[config.mk]
export PLATFORM = sky130hd
export DESIGN_NAME = operand_issue
export DESIGN_NICKNAME = d
export VERILOG_FILES = /design/src/rtl/pillar_pkg.sv /design/src/rtl/imm_gen.sv /design/src/rtl/operand_issue.sv
export SDC_FILE = /design/constraint.sdc
export NUM_CORES = 1
export LEC_CHECK = 0
export BUFFER_PORTS_ARGS = -buffer_cell sky130_fd_sc_hd__buf_2
export CORE_ASPECT_RATIO = 2
export CORE_MARGIN = 10
export CORE_UTILIZATION = 35
export DETAILED_ROUTE_END_ITERATION = 16
export PLACE_DENSITY = 0.64
export SLEW_MARGIN = 20
export SYNTH_ARGS = -nofsm -noshare
export SYNTH_HDL_FRONTEND = slang
export SYNTH_SLANG_ARGS = --single-unit
[constraint.sdc]
create_clock -name clk -period 1.5 [get_ports clk]
set_input_delay 0.075 -clock clk [delete_from_list [all_inputs] [get_ports clk]]
set_output_delay 0.075 -clock clk [all_outputs]
set_load 0.02 [all_outputs]
[src/rtl/pillar_pkg.sv]
// Shared encodings for the operand issue slice: instruction classes, FSM states, shift funct3 codes.
package pillar_pkg;

  localparam int unsigned XLEN      = 32;
  localparam int unsigned REG_AW    = 5;
  localparam int unsigned ITYPE_W   = 5;

  // One-hot instruction class encodings from the decoder
  localparam logic [ITYPE_W-1:0] RTYPE = 5'b00001;
  localparam logic [ITYPE_W-1:0] ITYPE = 5'b00010;
  localparam logic [ITYPE_W-1:0] STYPE = 5'b00100;
  localparam logic [ITYPE_W-1:0] LTYPE = 5'b01000;
  localparam logic [ITYPE_W-1:0] UTYPE = 5'b10000;

  // Immediate shifts use a 5-bit zero-extended shamt instead of imm[11:0]
  localparam logic [2:0] F3_SLLI = 3'b001;
  localparam logic [2:0] F3_SRXI = 3'b101;

  typedef enum logic [2:0] {
    IDLE   = 3'd0,
    RDREQ  = 3'd1,
    LATCH  = 3'd2,
    STROBE = 3'd3,
    DONE   = 3'd4
  } issue_state_t;

endpackage

[src/rtl/imm_gen.sv]
// Combinational immediate extraction and sign-extension per instruction class.
module imm_gen
  import pillar_pkg::*;
(
  input  logic [XLEN-1:0]    ir,
  input  logic [ITYPE_W-1:0] itype,
  output logic [XLEN-1:0]    imm
);

  logic       unused_ir;
  logic [2:0] funct3;

  assign unused_ir = ^ir[6:0];
  assign funct3    = ir[14:12];

  always_comb begin
    imm = '0;
    case (itype)
      ITYPE: begin
        if (funct3 == F3_SLLI || funct3 == F3_SRXI)
          imm = {27'b0, ir[24:20]};
        else
          imm = {{20{ir[31]}}, ir[31:20]};
      end
      LTYPE:   imm = {{20{ir[31]}}, ir[31:20]};
      STYPE:   imm = {{20{ir[31]}}, ir[31:25], ir[11:7]};
      UTYPE:   imm = {ir[31:12], 12'b0};
      default: imm = '0;
    endcase
  end

endmodule

[src/rtl/operand_issue.sv]
// Fetches register operands, builds ALU operand buses and pulses the ALU load strobes.
// Optional writeback bypass enabled with macro FORWARD_EN.
module operand_issue
  import pillar_pkg::*;
(
  input  logic                 clk,
  input  logic                 reset,
  input  logic                 start_i,
  input  logic [XLEN-1:0]      ir_i,
  input  logic [ITYPE_W-1:0]   itype_i,
  output logic [REG_AW-1:0]    rf_raddr_a_o,
  output logic [REG_AW-1:0]    rf_raddr_b_o,
  input  logic [XLEN-1:0]      rf_rdata_a_i,
  input  logic [XLEN-1:0]      rf_rdata_b_i,
`ifdef FORWARD_EN
  input  logic                 wb_we_i,
  input  logic [REG_AW-1:0]    wb_rd_i,
  input  logic [XLEN-1:0]      wb_data_i,
`endif
  output logic [XLEN-1:0]      readd_a_o,
  output logic [XLEN-1:0]      readd_b_o,
  output logic [XLEN-1:0]      readd_pass_o,
  output logic                 readin_a_o,
  output logic                 readin_b_o,
  output logic                 readin_pass_o,
  output logic                 busy_o,
  output logic                 done_o
);

  issue_state_t    state;
  logic [REG_AW-1:0] rs1;
  logic [REG_AW-1:0] rs2;
  logic [XLEN-1:0] imm;
  logic [XLEN-1:0] op_a;
  logic [XLEN-1:0] op_b;

  assign rs1          = ir_i[19:15];
  assign rs2          = ir_i[24:20];
  assign rf_raddr_a_o = rs1;
  assign rf_raddr_b_o = rs2;

  imm_gen u_imm_gen (
    .ir    (ir_i),
    .itype (itype_i),
    .imm   (imm)
  );

  // Register operands: x0 reads as zero, otherwise RF data or the writeback bypass
  always_comb begin
    op_a = rf_rdata_a_i;
    op_b = rf_rdata_b_i;
`ifdef FORWARD_EN
    if (wb_we_i && wb_rd_i == rs1) op_a = wb_data_i;
    if (wb_we_i && wb_rd_i == rs2) op_b = wb_data_i;
`endif
    if (rs1 == '0) op_a = '0;
    if (rs2 == '0) op_b = '0;
  end

  always_ff @(posedge clk) begin
    if (reset) begin
      state         <= IDLE;
      readd_a_o     <= '0;
      readd_b_o     <= '0;
      readd_pass_o  <= '0;
      readin_a_o    <= 1'b0;
      readin_b_o    <= 1'b0;
      readin_pass_o <= 1'b0;
      busy_o        <= 1'b0;
      done_o        <= 1'b0;
    end else begin
      readin_a_o    <= 1'b0;
      readin_b_o    <= 1'b0;
      readin_pass_o <= 1'b0;
      done_o        <= 1'b0;
      case (state)
        IDLE: begin
          if (start_i) begin
            state  <= RDREQ;
            busy_o <= 1'b1;
          end
        end
        RDREQ: state <= LATCH;
        LATCH: begin
          state <= STROBE;
          // Buses are loaded a full cycle ahead of the strobe edge
          case (itype_i)
            RTYPE: begin
              readd_a_o <= op_a;
              readd_b_o <= op_b;
            end
            ITYPE, LTYPE: begin
              readd_a_o <= op_a;
              readd_b_o <= imm;
            end
            STYPE: begin
              readd_a_o    <= op_a;
              readd_b_o    <= imm;
              readd_pass_o <= op_b;
            end
            UTYPE: begin
              readd_a_o <= imm;
              readd_b_o <= '0;
            end
            default: ;
          endcase
        end
        STROBE: begin
          state <= DONE;
          case (itype_i)
            RTYPE, ITYPE, LTYPE, UTYPE: begin
              readin_a_o <= 1'b1;
              readin_b_o <= 1'b1;
            end
            STYPE: begin
              readin_a_o    <= 1'b1;
              readin_b_o    <= 1'b1;
              readin_pass_o <= 1'b1;
            end
            default: ;
          endcase
        end
        DONE: begin
          state  <= IDLE;
          busy_o <= 1'b0;
          done_o <= 1'b1;
        end
        default: begin
          state  <= IDLE;
          busy_o <= 1'b0;
        end
      endcase
    end
  end

endmodule
Yosys cells after proc, flatten, opt, wreduce, memory -nomap -nowiden
Index checks and enable logic that the tools add are counted.
{"block": "word_totals", "regBits": 103, "out_inout_bits": 111, "inputBits": 104}
{"block": "classes", "n_reduce_logical": 15, "eq_ne": 12, "bitwise": 2, "muxes": 13}
{"operator": "32-bit one-hot mux with 4 select lines", "count": 1}
{"operator": "32-bit 2-to-1 mux", "count": 3}
{"operator": "32-bit one-hot mux with 3 select lines", "count": 1}
{"operator": "32-bit one-hot mux with 2 select lines", "count": 1}
{"operator": "3-bit one-hot mux with 4 select lines", "count": 1}
{"operator": "5-bit zero test", "count": 2}
{"operator": "2-bit AND reduction", "count": 4}
{"operator": "3-bit by 1-bit == test with 1-bit output (second input constant)", "count": 2}
{"operator": "3-bit by 2-bit == test with 1-bit output (second input constant)", "count": 2}
{"operator": "3-bit == test (second input constant)", "count": 2}
{"operator": "3-bit OR reduction", "count": 2}
{"operator": "5-bit by 1-bit == test with 1-bit output (second input constant)", "count": 1}
{"operator": "5-bit by 2-bit == test with 1-bit output (second input constant)", "count": 1}
{"operator": "5-bit by 3-bit == test with 1-bit output (second input constant)", "count": 1}
{"operator": "5-bit by 4-bit == test with 1-bit output (second input constant)", "count": 1}
{"operator": "5-bit == test (second input constant)", "count": 1}
{"operator": "5-bit OR reduction", "count": 1}
{"operator": "1-bit 2-to-1 mux", "count": 4}
{"operator": "4-bit OR reduction", "count": 1}
{"operator": "3-bit zero test", "count": 1}
{"operator": "3-bit 2-to-1 mux", "count": 1}
{"operator": "3-bit nonzero test", "count": 1}
{"operator": "2-bit inequality test (second input constant)", "count": 1}
{"operator": "1-bit NOT", "count": 2}
{"operator": "4 further kinds", "count": 4}

Longest topological paths before layout
{"block": "logic_depth", "ltp_word": 5, "depth_mapped": 9}

Hierarchy
Synthesis repeated with hierarchy kept, for this count alone.
{"block": "unflattened", "hier_cells": 696, "area_unflattened_um2": 5723.0}
{"module": "operand_issue", "cells_each": 614, "seq_area_each_um2": 2062.0, "area_per_inst_um2": 5183.7, "n_inst": 1}
{"module": "imm_gen", "cells_each": 82, "seq_area_each_um2": 0.0, "area_per_inst_um2": 539.3, "n_inst": 1}

Least setup slack after synthesis
No wires, ideal clock.
{"block": "synth_path", "path_kind": "register to register", "from": "register state[1]", "to": "register readd_b_o[16]", "path_stages_with_launch": 6, "synth_period_minus_slack_ns": 1.533, "path_buffers": 1, "slack_ns": -0.033, "t_arrival_ns": 1.388, "setup_ns": 0.145, "cell_sequence": "dfxtp_1 -> nor3b_1 -> a21bo_1 -> a21oi_2 -> buf_2 -> a211oi_1"}
{"block": "synth_via", "elab_chain_cells": 2}
{"item": "start: declaration", "line_no": "operand_issue.sv:30", "source": "issue_state_t state;"}
{"item": "start signal: assignment", "line_no": "operand_issue.sv:62", "source": "state <= IDLE;"}
{"item": "start signal: assignment", "line_no": "operand_issue.sv:79", "source": "state <= RDREQ;"}
{"item": "start signal: assignment", "line_no": "operand_issue.sv:83", "source": "RDREQ: state <= LATCH;"}
{"item": "3-bit by 2-bit == test with 1-bit output", "line_no": "operand_issue.sv:76", "source": "case (state)"}
{"item": "2-bit AND reduction (no line)"}
{"item": "end signal: assignment", "line_no": "operand_issue.sv:90", "source": "readd_b_o <= op_b;"}
{"item": "end signal: assignment", "line_no": "operand_issue.sv:94", "source": "readd_b_o <= imm;"}
{"item": "end signal: assignment", "line_no": "operand_issue.sv:98", "source": "readd_b_o <= imm;"}
{"item": "end: declaration", "line_no": "operand_issue.sv:21", "source": "output logic [XLEN-1:0] readd_b_o,"}
No other way between the ends.
A chain may end at the register's enable or synchronous reset.

Worst setup path after layout
{"block": "layout_path", "from": "register state[2]", "to": "register readd_a_o[25]"}
{"block": "layout_via", "elab_chain_cells": 2}
{"item": "3-bit by 2-bit == test with 1-bit output", "line_no": "operand_issue.sv:76"}
{"item": "2-bit AND reduction (no line)"}
{"item": "end signal: assignment", "line_no": "operand_issue.sv:89", "source": "readd_a_o <= op_a;"}
{"item": "end signal: assignment", "line_no": "operand_issue.sv:93", "source": "readd_a_o <= op_a;"}
{"item": "end signal: assignment", "line_no": "operand_issue.sv:97", "source": "readd_a_o <= op_a;"}
{"item": "end: declaration", "line_no": "operand_issue.sv:20", "source": "output logic [XLEN-1:0] readd_a_o,"}
No other way between the ends.

==> flow_summary.json <==
{
  "endpoint_kind": "flip-flop",
  "core_um2": 12050,
  "ys_top_cells_by_count": "dfxtp_1 (103), nand3_1 (77), nor2_1 (59)",
  "area_growth_syn_to_layout_pct": 53.38,
  "layout.nets": 844,
  "htree_levels": 3,
  "synth-xor-area-share": 0.008204,
  "rows": 57,
  "synth_edf_count": 0,
  "top_usage_layer": "met2",
  "first_iter_violations": 150,
  "cts_root_buf": "clkbuf_16",
  "grt_pass1_wl_um": 25720,
  "met3_usage": 0.05988,
  "postSynthCellCount": 510,
  "hp-class": "primary input to flip-flop",
  "async_flop_share": 0,
  "p_leak_nw": 2.844,
  "crit_chain": "nor3b_2, buf_4, a21bo_4, buf_12, a221oi_2, nor3_1",
  "critical_path_class": "flip-flop to flip-flop",
  "irDropWorstVdd_mv": 0.7159,
  "synth_top_cell_by_area": "dfxtp_1",
  "finalCritPeriodShare": 0.9881,
  "fmax_ghz": 0.6747,
  "critPathRequiredTime_ns": 1.71,
  "synthesis.area_um2": 4270,
  "worst_slew_pin_slew_ns": 0.5235,
  "synthMuxAreaShare": 0,
  "power_mw": 6.138,
  "synth_ff_type": "dfxtp_1",
  "dieArea_um2": 17290,
  "status": "finished, final reports clean",
  "cap_violations": 0,
  "period_needed_ns": 1.482,
  "track_usage": 0.1805,
  "synth.most_common_cell": "dfxtp_1",
  "first_pass_iters": 6,
  "ant_nets": 0,
  "cts_tree": "done",
  "met1_usage": 0.1760,
  "worstPathMaxFanout": 32,
  "synth_fa_ha_area_frac": 0,
  "cts_sinks": 103,
  "crit_path_start_kind": "flip-flop",
  "hold_slack_ns": 0.009663,
  "gp_congestion": 0.8165,
  "slew-limit-headroom": 0.6510,
  "fin_skew_ns": 0.006528,
  "yosysUniqueCellTypes": 34,
  "grt_max_degree": 56,
  "rsz0062_at_grt": "true",
  "clk-insertion-delay-late_ns": 0.34,
  "numPortBuffers": 207,
  "die_x_um": 98.11,
  "p_per_area_nw_per_um2": 937.1,
  "grt.overflow.total": 0,
  "cts_buffers": 9,
  "grt_antenna_before_repair": 1,
  "cts.clk_slew.worst_paths_ns": 0.08,
  "wl_per_cell_um": 18.61,
  "dp.final_hpwl_um": 11930,
  "synth_top_area_share": 0.4829,
  "ys_seq_area_frac": 0.4829,
  "fillers": 1123,
  "syn_avg_cell_area_um2": 8.373,
  "hold_viol": 0,
  "num_vias": 4747,
  "arrival_ns": 1.69,
  "chipHeight_um": 176.2,
  "setup_tns_ns": 0,
  "io_pins": 215,
  "routed_wl_um": 16620,
  "via_per_inst": 5.316,
  "layout-drive-gt1-share": 0.4201,
  "start_util": 0.3543,
  "synth_top_family_by_area": "simple AND/OR/NAND/NOR gates",
  "setup_ws_ns": 0.01785,
  "synth_compound_area_frac": 0.1972,
  "synthTopCellsByArea": "dfxtp_1 (48%), nand3_1 (9.0%), a21oi_1 (5.4%)",
  "drcViolationCount": 0,
  "setup_violations": 0,
  "syn_nets": 614,
  "cts_buffer_depth": 2,
  "use_met2": 0.3188,
  "slew_viol_final": 0,
  "cp_slowest_cell": "dfxtp_2",
  "cp_slowest_stage_delay_ns": 0.33,
  "ys_seq_elements": 103,
  "ys_warn_count": 0,
  "first_global_vias": 4964,
  "post-place-ws_ns": -0.06474,
  "yosys.area_share.simple": 0.2391
}
## flip-flops by register name, summed over array words and instances, names as in the netlist
register and count:
readin_pass_o 1, readd_pass_o 32, readd_b_o 32, readin_b_o 1, readd_a_o 32, done_o 1
state 3, busy_o 1
## through the flow
stage	area, um2	std cells	util
floorplan	4275	510	-
global placement	5538	836	0.4595
detailed placement	5538	836	0.4595
CTS	6339	891	0.5259
global route	6550	893	0.5434
finish	6550	893	0.5434
## cell families (layout without fill, tap and decap cells)
logic type	Yosys count	after routing
and+or+nand+nor	227	227
buffers and inverters	61	296
AOI/OAI and AO/OA	115	115
other	0	1
DFF	103	103
xor gates and xnor gates	4	4
## cell type report
type,count,area [um2],share of cell area
Clock buffer,10,239.0,0.03649
Timing Repair Buffer,278,1878,0.2867
Antenna cell,1,2.502,0.0003820
Multi-Input combinational cell,346,2101,0.3207
Tap cell,147,183.9,0.02808
Clock inverter,6,75.07,0.01146
Sequential cell,103,2063,0.3150
Inverter,2,7.507,0.001146
## path summary, 6_finish.rpt
path | endpoint | slack (ns) | start | cells after the start
worst max-delay path | readd_a_o[25] | 0.02 | state[2] | 6
worst min-delay path | readd_a_o[20] | 0.01 | rf_rdata_a_i[20] | 3
worst max register to register | readd_a_o[25] | 0.02 | state[2] | 6
worst min register to register | readd_pass_o[0] | 0.45 | readd_pass_o[0] | 2
## routing by layer
layer	wire, um	vias to the layer above
met5	0	-
met4	879	0
met3	1393	57
met2	8651	209
met1	5689	2219
li1	-	2262
## report_power, final
part | leakage [nW] | switching, mW | total, mW | internal (mW)
clock | 0.152 | 1.10 | 2.47 | 1.37
combinational | 1.86 | 0.474 | 0.849 | 0.375
sequential | 0.832 | 0.0299 | 2.82 | 2.79
## repair_timing
item                                    4_1_cts  5_1_grt
pin swaps                                     1       13
endpoints found under the setup margin       19       60
buffers inserted                              5        0
resized for setup                             8       36
hold buffers                                 31        0
gates cloned                                  3        1
hold endpoints to repair                     32        0
## layout by cell type (no fill, tap or decap), drive strengths merged
master,count
o21a,1
o21ai,4
clkbuf,11
nand2b,1
inv,5
clkinv,1
a21bo,1
dfxtp,103
a21oi,48
a211oi,21
nor2,59
o211ai,1
xnor2,1
nor3b,1
dlygate4sd3,31
nand3,77
a311oi,11
a221oi,20
and2,3
nor2b,4
and3b,1
nor3,27
a22oi,5
bufinv,1
xor2,3
clkinvlp,1
diode,1
buf,246
a21boi,1
a32oi,1
nand2,53
nor4b,1
a21o,1
## critical path, delay by kind of cell, from the launching register on
| kind | cells | cell delay (ns) |
|---|---|---|
| and+or+nand+nor | 2 | 0.27 |
| buffers and inverters | 2 | 0.32 |
| AOI/OAI and AO/OA | 2 | 0.43 |
| DFF | 1 | 0.33 |
(Power assumes the default switching activity.)
